===== src/rtl/product_bcd_display_pkg.sv =====
`default_nettype none
// ============================================================================
// Module   : product_bcd_display_pkg
// Purpose  : Shared types and constants for the product BCD display block:
//            handshake FSM encoding, BCD geometry, seven-segment patterns.
// Revision : 1.0 - initial release
// ============================================================================
package product_bcd_display_pkg;

  localparam int BCD_NIBBLE_W = 4;
  localparam int BCD_DIGITS   = 3;
  localparam int BCD_W        = BCD_NIBBLE_W * BCD_DIGITS;

  typedef enum logic [1:0] {
    S_IDLE  = 2'd0,
    S_SHIFT = 2'd1,
    S_DONE  = 2'd2
  } state_t;

  // Active-low segments ordered {g,f,e,d,c,b,a}
  localparam logic [6:0] SEG_BLANK = 7'h7F;

  // Entry n holds the pattern for decimal digit n
  localparam logic [9:0][6:0] SEG_DIGITS = {
    7'h10, 7'h00, 7'h78, 7'h02, 7'h12,
    7'h19, 7'h30, 7'h24, 7'h79, 7'h40
  };

  // Non-decimal nibbles never occur from the converter; show them as blank
  function automatic logic [6:0] seg7_encode(input logic [BCD_NIBBLE_W-1:0] nibble);
    logic [6:0] pattern;
    pattern = SEG_BLANK;
    if (nibble <= 4'd9) pattern = SEG_DIGITS[nibble];
    return pattern;
  endfunction

endpackage
`default_nettype wire


===== src/rtl/product_bcd_display_seg7_scan.sv =====
`default_nettype none
// ============================================================================
// Module   : product_bcd_display_seg7_scan
// Purpose  : Time-multiplexed 4-digit common-anode scan of a 3-digit BCD
//            value with leading-zero blanking and registered outputs.
// Revision : 1.0 - initial release
// ============================================================================
module product_bcd_display_seg7_scan
  import product_bcd_display_pkg::*;
#(
  parameter int REFRESH_DIV = 50000
) (
  input  logic             clk,
  input  logic             rst,
  input  logic [BCD_W-1:0] bcd,
  output logic [3:0]       an,
  output logic [6:0]       seg
);

  localparam int CNT_W = (REFRESH_DIV > 2) ? $clog2(REFRESH_DIV) : 1;

  logic [CNT_W-1:0] r_refresh;
  logic [1:0]       r_idx;
  logic [3:0]       r_an;
  logic [6:0]       r_seg;
  logic [6:0]       w_seg_next;
  logic [3:0]       w_hund;
  logic [3:0]       w_tens;
  logic [3:0]       w_ones;
  logic             w_wrap;

  assign w_hund = bcd[11:8];
  assign w_tens = bcd[7:4];
  assign w_ones = bcd[3:0];
  assign w_wrap = (r_refresh == CNT_W'(REFRESH_DIV - 1));

  // Slot timer: advance the digit index once per REFRESH_DIV cycles
  always_ff @(posedge clk or negedge rst) begin
    if (!rst) begin
      r_refresh <= '0;
      r_idx     <= 2'd0;
    end else if (w_wrap) begin
      r_refresh <= '0;
      r_idx     <= r_idx + 2'd1;
    end else begin
      r_refresh <= r_refresh + CNT_W'(1);
    end
  end

  // Pick the digit for the current slot, blanking leading zeros
  always_comb begin
    w_seg_next = SEG_BLANK;
    case (r_idx)
      2'd0: w_seg_next = seg7_encode(w_ones);
      2'd1: if (!(w_hund == 4'd0 && w_tens == 4'd0)) w_seg_next = seg7_encode(w_tens);
      2'd2: if (w_hund != 4'd0) w_seg_next = seg7_encode(w_hund);
      default: w_seg_next = SEG_BLANK;
    endcase
  end

  // Register the pins so they change cleanly one cycle after the index
  always_ff @(posedge clk or negedge rst) begin
    if (!rst) begin
      r_an  <= 4'b1110;
      r_seg <= SEG_DIGITS[0];
    end else begin
      r_an  <= ~(4'b0001 << r_idx);
      r_seg <= w_seg_next;
    end
  end

  assign an  = r_an;
  assign seg = r_seg;

endmodule
`default_nettype wire


===== src/rtl/product_bcd_display.sv =====
`default_nettype none
// ============================================================================
// Module   : product_bcd_display
// Purpose  : Accepts a binary product over a valid/ready handshake, converts
//            it to BCD with a one-bit-per-cycle double-dabble engine and
//            drives a multiplexed seven-segment display with the result.
// Revision : 1.0 - initial release
// ============================================================================
module product_bcd_display
  import product_bcd_display_pkg::*;
#(
  parameter int IN_W        = 8,
  parameter int REFRESH_DIV = 50000
) (
  input  logic             clk,
  input  logic             rst,
  input  logic             in_valid,
  input  logic [IN_W-1:0]  in_data,
  output logic             in_ready,
  output logic [BCD_W-1:0] bcd,
  output logic             bcd_valid,
  output logic             busy,
  output logic [3:0]       an,
  output logic [6:0]       seg
);

  localparam int SR_W  = BCD_W + IN_W;
  localparam int CNT_W = $clog2(IN_W + 1);

  state_t           r_state;
  state_t           w_state_next;
  logic [SR_W-1:0]  r_sr;
  logic [SR_W-1:0]  w_sr_adj;
  logic [SR_W-1:0]  w_sr_next;
  logic [CNT_W-1:0] r_bit_cnt;
  logic [BCD_W-1:0] r_bcd;
  logic             r_bcd_valid;
  logic             w_last;

  assign w_last = (r_bit_cnt == CNT_W'(1));

  // FSM state register
  always_ff @(posedge clk or negedge rst) begin
    if (!rst) r_state <= S_IDLE;
    else      r_state <= w_state_next;
  end

  // Next state: IDLE waits for a transfer, SHIFT runs IN_W steps, DONE is one cycle
  always_comb begin
    w_state_next = r_state;
    case (r_state)
      S_IDLE:  if (in_valid) w_state_next = S_SHIFT;
      S_SHIFT: if (w_last)   w_state_next = S_DONE;
      S_DONE:  w_state_next = S_IDLE;
      default: w_state_next = S_IDLE;
    endcase
  end

  // One double-dabble step: add 3 to every BCD nibble >= 5, then shift left
  always_comb begin
    w_sr_adj = r_sr;
    for (int d = 0; d < BCD_DIGITS; d++) begin
      if (r_sr[IN_W + BCD_NIBBLE_W*d +: BCD_NIBBLE_W] >= 4'd5)
        w_sr_adj[IN_W + BCD_NIBBLE_W*d +: BCD_NIBBLE_W] =
          r_sr[IN_W + BCD_NIBBLE_W*d +: BCD_NIBBLE_W] + 4'd3;
    end
    w_sr_next = w_sr_adj << 1;
  end

  // Shift register, bit counter and result hold register
  always_ff @(posedge clk or negedge rst) begin
    if (!rst) begin
      r_sr        <= '0;
      r_bit_cnt   <= '0;
      r_bcd       <= '0;
      r_bcd_valid <= 1'b0;
    end else begin
      r_bcd_valid <= 1'b0;
      case (r_state)
        S_IDLE: begin
          if (in_valid) begin
            r_sr      <= {{BCD_W{1'b0}}, in_data};
            r_bit_cnt <= CNT_W'(IN_W);
          end
        end
        S_SHIFT: begin
          r_sr      <= w_sr_next;
          r_bit_cnt <= r_bit_cnt - CNT_W'(1);
          if (w_last) begin
            r_bcd       <= w_sr_next[SR_W-1:IN_W];
            r_bcd_valid <= 1'b1;
          end
        end
        default: ;
      endcase
    end
  end

  assign in_ready  = (r_state == S_IDLE);
  assign busy      = (r_state != S_IDLE);
  assign bcd       = r_bcd;
  assign bcd_valid = r_bcd_valid;

  product_bcd_display_seg7_scan #(
    .REFRESH_DIV (REFRESH_DIV)
  ) u_seg7_scan (
    .clk (clk),
    .rst (rst),
    .bcd (r_bcd),
    .an  (an),
    .seg (seg)
  );

endmodule
`default_nettype wire


===== config.mk =====
export PLATFORM = sky130hd
export DESIGN_NAME = product_bcd_display
export DESIGN_NICKNAME = d
export VERILOG_FILES = /design/src/rtl/product_bcd_display_pkg.sv /design/src/rtl/product_bcd_display_seg7_scan.sv /design/src/rtl/product_bcd_display.sv
export SDC_FILE = /design/constraint.sdc
export NUM_CORES = 1
export LEC_CHECK = 0
export ABC_AREA = 0
export CAP_MARGIN = 20
export CORE_MARGIN = 8
export CORE_UTILIZATION = 62
export DETAILED_ROUTE_END_ITERATION = 7
export PLACE_DENSITY = 0.86
export SLEW_MARGIN = 20
export SYNTH_ARGS = -nofsm -noshare
export SYNTH_HDL_FRONTEND = slang
export SYNTH_SLANG_ARGS = --single-unit
export TNS_END_PERCENT = 50

===== constraint.sdc =====
create_clock -name clk -period 2.9 [get_ports clk]
set_input_delay 0.58 -clock clk [delete_from_list [all_inputs] [get_ports clk]]
set_output_delay 0.58 -clock clk [all_outputs]
set_load 0.01 [all_outputs]

==> flow_metrics.py <==
metrics = {
    "setup_path": {
        "worstPathMaxFanout": 15,
        "max_stage_delay_ns": 0.54,
        "cp_cell_sequence": "or2_2 > inv_1 > clkdlybuf4s50_1",
        "crit_family": "buffers and inverters",
        "path_buf_inv": 2,
        "crit_required_ns": 2.32,
        "timing.rr.start": "r_state[0]",
        "cp.arrival_ns": 1.84,
        "crit_type": "flip-flop to output port",
        "startpoint_type": "flip-flop",
        "cpMaxStageDelayCell": "dfrtp_1",
        "reg2reg_to": "bcd[5]",
        "rr_worst_depth": 5,
        "cp-end-kind": "output port",
        "r2r_slack_ns": 0.77,
    },
    "clock_network": {
        "cts_made_buffers": 9,
        "post_cts_buffers": 0,
        "cts-root-buf": "clkbuf_8",
        "cts.sinks": 68,
        "clkSlewWorstSetupHoldPaths_ns": 0.07,
        "cts-resized-gates": 0,
        "cts_tree": "done",
        "clock_latency_ns": 0.34,
        "cts_buffer_depth": 2,
        "cts-htree-levels": 3,
        "hold_buffers": 0,
    },
    "floorplanning": {
        "num_io_pins": 37,
        "coreArea_sq_um": 5890,
        "die_width_um": 93.8,
        "die_area_sq_um": 8790,
        "initial_core_util": 0.637,
        "row_count": 28,
        "die_y_um": 93.8,
    },
    "detailed_routing": {
        "drt-pass1-iter-count": 4,
        "drt_iter0_drc": 140,
        "viasPerCell": 5.74,
        "drt-total-wl_mm": 7.56,
        "drc_errors": 0,
        "ant_nets": 0,
        "vias": 2901,
        "wire_per_inst_um": 15.0,
    },
    "worst_hold_path": {
        "hp-class": "input pin to async pin",
    },
    "layout": {
        "fillers": 432,
        "final_util": 0.742,
        "drive_gt1_frac": 0.0930,
        "fin_nets": 465,
        "seqCellArea_sq_um": 1710,
        "syn_to_final_growth_pct": 16.5,
        "antennaDiodeCount": 0,
        "multi_input_area_sq_um": 1860,
    },
    "pwr": {
        "p_leak_nw": 1.93,
        "finalPower_mw": 4.28,
        "power_density_nw_per_um2": 981,
        "vdd_drop_max_v": 0.000718,
    },
    "logic_synthesis": {
        "synth-warning-count": 0,
        "synth_nets": 428,
        "synthTopCellsByArea": "dfrtp_1, ha_1, o21ai_0, a21oi_1, inv_1",
        "synthAdderAreaFrac": 0.0968,
        "synth_compound_area_frac": 0.167,
        "ys_types": 45,
        "muxShareOfSynthArea": 0.0237,
        "synthXorXnorAreaFrac": 0.0397,
        "async_flop_share": 1.00,
        "yosysSeqAreaShare": 0.455,
        "synth_flop_cell": "dfrtp_1",
        "synth_seq_cells": 68,
        "synth_edf_count": 0,
        "yosys.cell_count.top_type": "dfrtp_1",
        "synth_top_family_by_area": "simple AND/OR/NAND/NOR gates",
        "yosys.area_share.simple": 0.169,
        "avgSynthCellArea_sq_um": 9.66,
        "netlist.area_leader.share": 0.427,
        "synthTopCellsByCount": "dfrtp_1, o21ai_0, inv_1",
        "netlist_area_sq_um": 3750,
        "synthCells": 388,
        "yosysTopAreaCell": "dfrtp_1",
    },
    "timing": {
        "setup_ws_ns": 0.479,
        "max_freq_ghz": 0.413,
        "hold_viol": 0,
        "drv_slew": 0,
        "slew_headroom": 0.641,
        "rsz0062_at_grt": "no",
        "hold_ws_ns": 0.216,
        "clock_skew_ns": 0.00861,
        "min_period_ns": 2.42,
        "setup-tns-final_ns": 0,
        "setup_viol": 0,
        "worstMarginPinSlew_ns": 0.539,
        "fin_crit_sh": 0.835,
    },
    "global_route": {
        "grt_max_degree": 26,
        "grt-ovfl-total": 0,
        "grt_pass1_wl_mm": 13.0,
        "grt_pass1_vias": 2829,
        "antenna_found_initial": 0,
        "grtUsageTotal": 0.185,
    },
    "placed_design": {
        "place.gp.congestion": 0.876,
        "post-place-ws_ns": 0.665,
        "hpwlAfterDp_mm": 5.46,
        "io_buffer_count": 36,
    },
    "status": {
        "outcome": "finished clean",
    },
    "run": {
        "maxCapViolations": 0,
    },
}
## worst reg2reg max path, cell delays in order, from the launching register on
cell	delay (ns)
dfrtp_1	0.61
nor2b_1	0.19
buf_4	0.20
nand2_1	0.27
inv_1	0.38
mux2_2	0.38
## cell families after synthesis
group	Yosys count
compound gates	101
mux	8
simple gates	120
buf+inv	45
flops	68
fa+ha+maj	29
xor+xnor	17
## area by class of cell
class	count	share of cell area
clock inverter	4	0.0109
timing repair buffer	41	0.0899
inverter	30	0.0258
tap	75	0.0215
clock buffer	12	0.0355
multi-input combinational	275	0.426
sequential	68	0.391
## layout by cell type, fill, tap and decap left out, drive strengths merged, types with 4 or more instances in the layout
| master | instances |
|---|---|
| dfrtp | 64 |
| o2111ai | 4 |
| clkbuf | 12 |
| nand4 | 8 |
| mux2 | 7 |
| nand3 | 7 |
| xnor2 | 12 |
| buf | 6 |
| nor3 | 12 |
| or3b | 4 |
| nor2 | 26 |
| nand2 | 27 |
| xor2 | 5 |
| nor2b | 15 |
| dfstp | 4 |
| nand2b | 10 |
| o21ai | 37 |
| a31oi | 4 |
| inv | 30 |
| clkdlybuf4s50 | 35 |
| a21oi | 23 |
| a21o | 4 |
| ha | 29 |
| a22o | 7 |
| a22oi | 7 |
## registers in the layout, summed over array words and instances (netlist names)
register	flops
r_sr	20
u_seg7_scan.r_refresh	16
bcd	12
u_seg7_scan.seg	7
r_bit_cnt	4
u_seg7_scan.an	4
r_state	2
u_seg7_scan.r_idx	2
bcd_valid	1
## routing by layer
metal | track usage | routed length (um) | up-vias
met2 | 0.289 | 3630 | 54
met5 | 0 | 0 | -
met1 | 0.233 | 3420 | 1402
met4 | 0.0806 | 155 | 0
li1 | - | - | 1429
met3 | 0.0528 | 352 | 16
## worst max-delay path by stage
stage | end | slack, ns | depth (start not counted) | startpoint
after floorplan | u_seg7_scan.seg[5] | 1.28 | 6 | bcd[8]
final | in_ready | 0.48 | 3 | r_state[0]
after detailed placement | r_bit_cnt[3] | 0.67 | 5 | in_valid
after global placement | r_bit_cnt[3] | 0.71 | 5 | in_valid
after global routing | in_ready | 0.39 | 3 | r_state[0]
after CTS | in_ready | 0.46 | 3 | r_state[0]
## power by group
part / switching [mW] / leakage, nW / internal, mW
Combinational: 0.965 / 0.971 / 0.920
Clock: 0.357 / 0.102 / 0.442
Sequential: 0.356 / 0.861 / 1.25
Total: 1.68 / 1.93 / 2.61
## through the flow
stage                     instance area [sq um]  cells
final                                      4370    505
after global routing                       4370    505
after CTS                                  4370    505
after detailed placement                   4170    489
after global placement                     4170    489
after floorplan                            3750    388
Power figures use the tool's default switching activity.
